File: config.mk
export PLATFORM = sky130hd
export DESIGN_NAME = cpu_ctrl_fsm_ws
export DESIGN_NICKNAME = d
export VERILOG_FILES = /design/src/rtl/cpu_ctrl_fsm_ws.sv
export SDC_FILE = /design/constraint.sdc
export NUM_CORES = 1
export LEC_CHECK = 0
export CAP_MARGIN = 20
export CORE_ASPECT_RATIO = 0.5
export CORE_UTILIZATION = 45
export CTS_BUF_LIST = sky130_fd_sc_hd__clkbuf_8
export CTS_CLUSTER_DIAMETER = 50
export DETAILED_ROUTE_END_ITERATION = 10
export PLACE_DENSITY = 0.73
export SLEW_MARGIN = 5
export SYNTH_ARGS = -nofsm -noshare
export SYNTH_HDL_FRONTEND = slang
export SYNTH_SLANG_ARGS = --single-unit
export TNS_END_PERCENT = 10
File: constraint.sdc
create_clock -name clk -period 1.9 [get_ports clk]
set_input_delay 0.19 -clock clk [delete_from_list [all_inputs] [get_ports clk]]
set_output_delay 0.19 -clock clk [all_outputs]
set_load 0.02 [all_outputs]
File: src/rtl/cpu_ctrl_fsm_ws.sv
// cpu_ctrl_fsm_ws: multi-cycle fetch/decode/execute controller for the simple
// RISC CPU, with a memory-ready handshake, bounded wait states, an ERROR trap
// and optional conditional branches.
//
// Ports:
//   clk, reset              clock / synchronous active-high reset (-> RST)
//   opcode, op, cond        IR[15:13], IR[12:11], IR[10:8]
//   Z, N, V                 status flags, used only in the BR state
//   mem_ready               memory finished current MREAD/MWRITE
//   reset_pc, load_pc, pc_sel, nsel, vsel, write, loada, loadb, asel, bsel,
//   loadc, loads, load_ir, addr_sel, load_addr, mem_cmd   datapath/memory controls
//   halted, error           state is HALT / ERROR (both sticky until reset)
module cpu_ctrl_fsm_ws #(
  parameter int WAIT_LIMIT = 15,
  parameter int CNT_W      = 4,
  parameter int BRANCH_EN  = 1
) (
  input  logic       clk,
  input  logic       reset,
  input  logic [2:0] opcode,
  input  logic [1:0] op,
  input  logic [2:0] cond,
  input  logic       Z,
  input  logic       N,
  input  logic       V,
  input  logic       mem_ready,
  output logic       reset_pc,
  output logic       load_pc,
  output logic       pc_sel,
  output logic [1:0] nsel,
  output logic [1:0] vsel,
  output logic       write,
  output logic       loada,
  output logic       loadb,
  output logic       asel,
  output logic       bsel,
  output logic       loadc,
  output logic       loads,
  output logic       load_ir,
  output logic       addr_sel,
  output logic       load_addr,
  output logic [1:0] mem_cmd,
  output logic       halted,
  output logic       error
);

  localparam logic [1:0] MREAD  = 2'b00;
  localparam logic [1:0] MNONE  = 2'b01;
  localparam logic [1:0] MWRITE = 2'b10;
  localparam logic [CNT_W-1:0] LIMIT = CNT_W'(WAIT_LIMIT);

  typedef enum logic [4:0] {
    S_RST, S_IF1, S_IF2, S_UPC, S_DEC, S_MOV_IMM, S_GET_A, S_GET_B, S_ALU,
    S_ALU_B, S_WR_RD, S_ADDR, S_LADDR, S_MRD, S_MWB, S_STR_B, S_STR_C, S_MWR,
    S_BR, S_HALT, S_ERROR
  } state_t;

  // Instruction class latched at DEC so shared states (GET_A, GET_B, LADDR)
  // know where to go next without re-reading the IR fields.
  typedef enum logic [1:0] {K_ALU, K_ALU_B, K_LDR, K_STR} kind_t;

  typedef struct packed {
    logic       reset_pc, load_pc, pc_sel;
    logic [1:0] nsel, vsel;
    logic       write, loada, loadb, asel, bsel, loadc, loads;
    logic       load_ir, addr_sel, load_addr;
    logic [1:0] mem_cmd;
    logic       halted, error;
  } ctl_t;

  state_t           state, nxt;
  kind_t            kind, kind_nxt;
  logic [CNT_W-1:0] cnt, cnt_nxt;
  ctl_t             ctl_q;
  logic             taken;

  function automatic ctl_t decode(input state_t s);
    ctl_t c;
    c = '0;
    c.mem_cmd = MNONE;
    case (s)
      S_RST:     begin c.reset_pc = 1'b1; c.load_pc = 1'b1; end
      S_IF1:     begin c.addr_sel = 1'b1; c.mem_cmd = MREAD; end
      S_IF2:     begin c.addr_sel = 1'b1; c.mem_cmd = MREAD; c.load_ir = 1'b1; end
      S_UPC:     c.load_pc = 1'b1;
      S_MOV_IMM: begin c.nsel = 2'b11; c.vsel = 2'b11; c.write = 1'b1; end
      S_GET_A:   begin c.nsel = 2'b11; c.loada = 1'b1; end
      S_GET_B:   c.loadb = 1'b1;
      S_ALU:     begin c.loadc = 1'b1; c.loads = 1'b1; end
      S_ALU_B:   begin c.asel = 1'b1; c.loadc = 1'b1; c.loads = 1'b1; end
      S_WR_RD:   begin c.nsel = 2'b01; c.write = 1'b1; end
      S_ADDR:    begin c.bsel = 1'b1; c.loadc = 1'b1; c.loads = 1'b1; end
      S_LADDR:   c.load_addr = 1'b1;
      S_MRD:     c.mem_cmd = MREAD;
      S_MWB:     begin c.nsel = 2'b01; c.vsel = 2'b10; c.write = 1'b1; c.mem_cmd = MREAD; end
      S_STR_B:   begin c.nsel = 2'b01; c.loadb = 1'b1; end
      S_STR_C:   begin c.asel = 1'b1; c.loadc = 1'b1; end
      S_MWR:     c.mem_cmd = MWRITE;
      S_HALT:    c.halted = 1'b1;
      S_ERROR:   c.error = 1'b1;
      default:   ;
    endcase
    return c;
  endfunction

  always_comb begin
    case (cond)
      3'b000:  taken = 1'b1;
      3'b001:  taken = Z;
      3'b010:  taken = ~Z;
      3'b011:  taken = N ^ V;
      3'b100:  taken = (N ^ V) | Z;
      default: taken = 1'b0;
    endcase
  end

  always_comb begin
    nxt      = state;
    kind_nxt = kind;
    case (state)
      S_RST: nxt = S_IF1;
      // mem_ready wins over the timeout when both happen on the same cycle.
      S_IF1: if (mem_ready) nxt = S_IF2; else if (cnt == LIMIT) nxt = S_ERROR;
      S_IF2: nxt = S_UPC;
      S_UPC: nxt = S_DEC;
      S_DEC: begin
        nxt = S_RST;
        case (opcode)
          3'b110: if (op == 2'b10) nxt = S_MOV_IMM;
                  else if (op == 2'b00) begin nxt = S_GET_B; kind_nxt = K_ALU_B; end
          3'b101: if (op == 2'b11) begin nxt = S_GET_B; kind_nxt = K_ALU_B; end
                  else begin nxt = S_GET_A; kind_nxt = K_ALU; end
          3'b011: if (op == 2'b00) begin nxt = S_GET_A; kind_nxt = K_LDR; end
          3'b100: if (op == 2'b00) begin nxt = S_GET_A; kind_nxt = K_STR; end
          3'b001: if (BRANCH_EN != 0 && op == 2'b00) nxt = S_BR;
          3'b111: nxt = S_HALT;
          default: ;
        endcase
      end
      S_MOV_IMM: nxt = S_IF1;
      S_GET_A:   nxt = (kind == K_ALU) ? S_GET_B : S_ADDR;
      S_GET_B:   nxt = (kind == K_ALU) ? S_ALU : S_ALU_B;
      S_ALU:     nxt = S_WR_RD;
      S_ALU_B:   nxt = S_WR_RD;
      S_WR_RD:   nxt = S_IF1;
      S_ADDR:    nxt = S_LADDR;
      S_LADDR:   nxt = (kind == K_LDR) ? S_MRD : S_STR_B;
      S_MRD: if (mem_ready) nxt = S_MWB; else if (cnt == LIMIT) nxt = S_ERROR;
      S_MWB:     nxt = S_IF1;
      S_STR_B:   nxt = S_STR_C;
      S_STR_C:   nxt = S_MWR;
      S_MWR: if (mem_ready) nxt = S_IF1; else if (cnt == LIMIT) nxt = S_ERROR;
      S_BR:      nxt = S_IF1;
      S_HALT:    nxt = S_HALT;
      S_ERROR:   nxt = S_ERROR;
      default:   nxt = S_RST;
    endcase
  end

  // Counter runs only while sitting in a wait state; any entry clears it.
  always_comb begin
    cnt_nxt = '0;
    if (nxt == state && (state == S_IF1 || state == S_MRD || state == S_MWR))
      cnt_nxt = cnt + 1'b1;
  end

  // Outputs are registered from the next state so they line up with the
  // state register (Moore timing, no decode glitches).
  always_ff @(posedge clk) begin
    if (reset) begin
      state <= S_RST;
      kind  <= K_ALU;
      cnt   <= '0;
      ctl_q <= decode(S_RST);
    end else begin
      state <= nxt;
      kind  <= kind_nxt;
      cnt   <= cnt_nxt;
      ctl_q <= decode(nxt);
    end
  end

  // Branch decision uses the flags present during the BR cycle itself.
  logic br_take;
  assign br_take = (state == S_BR) && taken;

  assign reset_pc  = ctl_q.reset_pc;
  assign load_pc   = ctl_q.load_pc | br_take;
  assign pc_sel    = ctl_q.pc_sel | br_take;
  assign nsel      = ctl_q.nsel;
  assign vsel      = ctl_q.vsel;
  assign write     = ctl_q.write;
  assign loada     = ctl_q.loada;
  assign loadb     = ctl_q.loadb;
  assign asel      = ctl_q.asel;
  assign bsel      = ctl_q.bsel;
  assign loadc     = ctl_q.loadc;
  assign loads     = ctl_q.loads;
  assign load_ir   = ctl_q.load_ir;
  assign addr_sel  = ctl_q.addr_sel;
  assign load_addr = ctl_q.load_addr;
  assign mem_cmd   = ctl_q.mem_cmd;
  assign halted    = ctl_q.halted;
  assign error     = ctl_q.error;

endmodule

==> flow_metrics.env <==
export IMPL_outcome="complete, but fails checks"
export IMPL_violations="negative setup slack"
export IMPL_ios=35
export IMPL_root_buffer="clkbuf_8"
export IMPL_dp_hpwl_microns=4180
export IMPL_cp_start_kind="flop"
export IMPL_synth_nets=232
export IMPL_r2r_slack_ns=-0.12
export IMPL_placed_cells=340
export IMPL_rr_worst_depth=6
export IMPL_synth_xor_area_share=0.0182
export IMPL_totalWireLength_microns=6210
export IMPL_worst_slew_pin_slew_ns=0.431
export IMPL_setup_viol=17
export IMPL_ys_top_cells_by_count="dfxtp_1, nor2_1, nand2_1"
export IMPL_place_gp_congestion=0.906
export IMPL_diodes=0
export IMPL_gr_usage_met1=0.339
export IMPL_final_period_utilization=1.06
export IMPL_synth_edf_count=0
export IMPL_drive_gt1_frac=0.450
export IMPL_core_sq_um=4000
export IMPL_yosys_area_share_simple=0.287
export IMPL_grt_overflow_total=0
export IMPL_hold_path_class="reg -> reg"
export IMPL_clock_latency_ns=0.29
export IMPL_peakVddDrop_mv=0.385
export IMPL_grt_use_met3=0.0701
export IMPL_reg2reg_to="cnt[3]"
export IMPL_synthDistinctLibCells=68
export IMPL_muxShareOfSynthArea=0.0124
export IMPL_p_leak_uw=0.00117
export IMPL_clock_skew_ns=0.0139
export IMPL_row_count=16
export IMPL_syn_avg_cell_area_sq_um=8.87
export IMPL_grt_max_degree=10
export IMPL_antenna_found_initial=0
export IMPL_critPathMaxFanout=6
export IMPL_cts_max_level=2
export IMPL_dr_first_iter_drc_count=229
export IMPL_arrival_ns=2.19
export IMPL_io_buffers=34
export IMPL_track_usage=0.265
export IMPL_dr_pass1_iters=5
export IMPL_worstSetupEndpoint="cnt[3]"
export IMPL_numCtsBuffers=5
export IMPL_hold_buffers=0
export IMPL_die_area_sq_um=4560
export IMPL_die_w_microns=94.5
export IMPL_endpoint_kind="flop"
export IMPL_start_util=0.481
export IMPL_critical_path_class="reg -> reg"
export IMPL_design_area_sq_um=3050
export IMPL_async_reset_ff_frac=0
export IMPL_seq_area_frac_synth=0.322
export IMPL_area_growth_pct=58.3
export IMPL_slew_viol_final=0
export IMPL_worstPathRequired_ns=2.07
export IMPL_rsz0062_at_grt="yes"
export IMPL_synth_top_area_frac=0.322
export IMPL_postPlaceCellArea_sq_um=2650
export IMPL_dr_total_vias=2121
export IMPL_hold_slack_ns=0.547
export IMPL_ys_ff_latch=31
export IMPL_final_cells=354
export IMPL_syn_area_sq_um=1920
export IMPL_first_global_vias=1857
export IMPL_drv_cap=0
export IMPL_routedWlPerCell_microns=17.5
export IMPL_ys_flop_type="dfxtp_1"
export IMPL_setup_ws_ns=-0.119
export IMPL_grt_first_pass_wirelength_microns=8870
export IMPL_yosys_top_cells_area="dfxtp_1, buf_4, o2111a_1, nor2_1, nand3_1"
export IMPL_setup_tns_ns=-0.783
export IMPL_max_freq_mhz=495
export IMPL_synthMostInstantiatedCell="dfxtp_1"
export IMPL_period_needed_ns=2.02
export IMPL_grt_use_met2=0.446
export IMPL_tritoncts="built"
export IMPL_clkTransAtPathRegs_ns=0.07
export IMPL_synth_top_area_cell="dfxtp_1"
export IMPL_netlist_instances=217
export IMPL_hold_viol_final=0
export IMPL_fp_dieH_microns=48.2
export IMPL_drcViolationCount=0
export IMPL_synthAdderAreaFrac=0.00650
export IMPL_r2r_start="state[3]"
export IMPL_grt_busiest_layer="met2"
export IMPL_cts_num_sinks=31
export IMPL_yosys_warnings=0
export IMPL_cts_buffer_depth=2
export IMPL_p_per_area_nw_per_um2=876
export IMPL_ant_nets=0
export IMPL_crit_start="state[3]"
export IMPL_viasPerCell=5.99
export IMPL_synth_compound_area_frac=0.274
export IMPL_nets=315
export IMPL_synth_top_family_by_area="simple AND/OR/NAND/NOR gates"
export IMPL_relSlewSlack=0.709
## cells by family after synthesis
| kind of cell | after synthesis |
|---|---|
| AND/OR/NAND/NOR | 88 |
| flip-flops | 31 |
| adder cells (fa/ha/maj) | 1 |
| buffers and inverters | 28 |
| AO/OA/AOI/OAI | 63 |
| XOR/XNOR | 4 |
| multiplexers | 2 |
## layout make-up
| type | count | area, sq um |
|---|---|---|
| tap | 54 | 67.6 |
| sequential | 31 | 634 |
| multi-input combinational | 158 | 1420 |
| inverter | 7 | 26.3 |
| clock inverter | 1 | 5.00 |
| fill | 278 | 957 |
| timing repair buffer | 97 | 813 |
| clock buffer | 6 | 82.6 |
## registers in the layout (all words and copies together) (netlist names)
| name | flops |
|---|---|
| mem_cmd | 2 |
| loada | 1 |
| addr_sel | 1 |
| loadb | 1 |
| cnt | 4 |
| load_ir | 1 |
| bsel | 1 |
| asel | 1 |
| state | 5 |
| reset_pc | 1 |
| halted | 1 |
| vsel | 2 |
| error | 1 |
| loadc | 1 |
| loads | 1 |
| nsel | 2 |
| write | 1 |
| load_addr | 1 |
| kind | 2 |
| ctl_q | 1 |
## metrics by stage
stage | worst slack (ns) | util | total power, uW
after floorplan | 0.0305 | - | 1420
after global placement | -0.698 | 0.661 | 1850
after detailed placement | -0.743 | 0.661 | 1870
after CTS | -0.0218 | 0.717 | 2490
after global routing | -0.177 | 0.761 | 2790
final | -0.119 | 0.761 | 2670
## layout by cell type (no fill, tap or decap), drive strengths merged, types with 3 or more instances in the layout
| master | count |
|---|---|
| inv | 7 |
| and3b | 3 |
| nand2 | 12 |
| clkbuf | 6 |
| a211oi | 3 |
| o2111a | 4 |
| clkdlybuf4s50 | 27 |
| dfxtp | 31 |
| nor3b | 4 |
| o211ai | 5 |
| nand3 | 8 |
| nor2 | 13 |
| o21ai | 9 |
| buf | 65 |
| dlygate4sd2 | 4 |
| a21oi | 5 |
| nor4 | 7 |
| nand2b | 6 |
| o31ai | 4 |
| nand4 | 4 |
| nor3 | 10 |
| nor2b | 6 |
| a31oi | 3 |
| o2111ai | 5 |
| and2 | 3 |
## routing by layer
| metal | wire [microns] | up-vias |
|---|---|---|
| li1 | - | 997 |
| met1 | 2620 | 1003 |
| met5 | 0 | - |
| met4 | 135 | 0 |
| met2 | 2920 | 103 |
| met3 | 533 | 18 |
## where the power goes
| group | internal, uW | total (uW) | switching, uW |
|---|---|---|---|
| logic | 630 | 1350 | 716 |
| clock network | 284 | 533 | 249 |
| registers | 736 | 792 | 55.5 |
| total | 1650 | 2670 | 1020 |
## how the worst min path moves through the flow
stage	cells past startpoint	startpoint	endpoint
2_1_floorplan	2	reset	reset_pc
3_3_place_gp	2	cnt[0]	cnt[0]
3_5_place_dp	2	cnt[0]	cnt[0]
4_1_cts	2	cnt[0]	cnt[0]
5_1_grt	2	cnt[0]	cnt[0]
6_report	2	cnt[0]	cnt[0]
## repair_timing
action	in CTS	in global routing
endpoints found under the setup margin	26	26
pin swaps	9	19
resized for setup	42	31
buffers inserted	2	5
## worst max-delay path: stages (launching register included)
cell	delay, ns
dfxtp_2	0.36
buf_4	0.16
and3b_2	0.26
o2111a_1	0.27
and4bb_4	0.39
mux2i_4	0.12
nor4_1	0.32
Power figures use the tool's default switching activity.
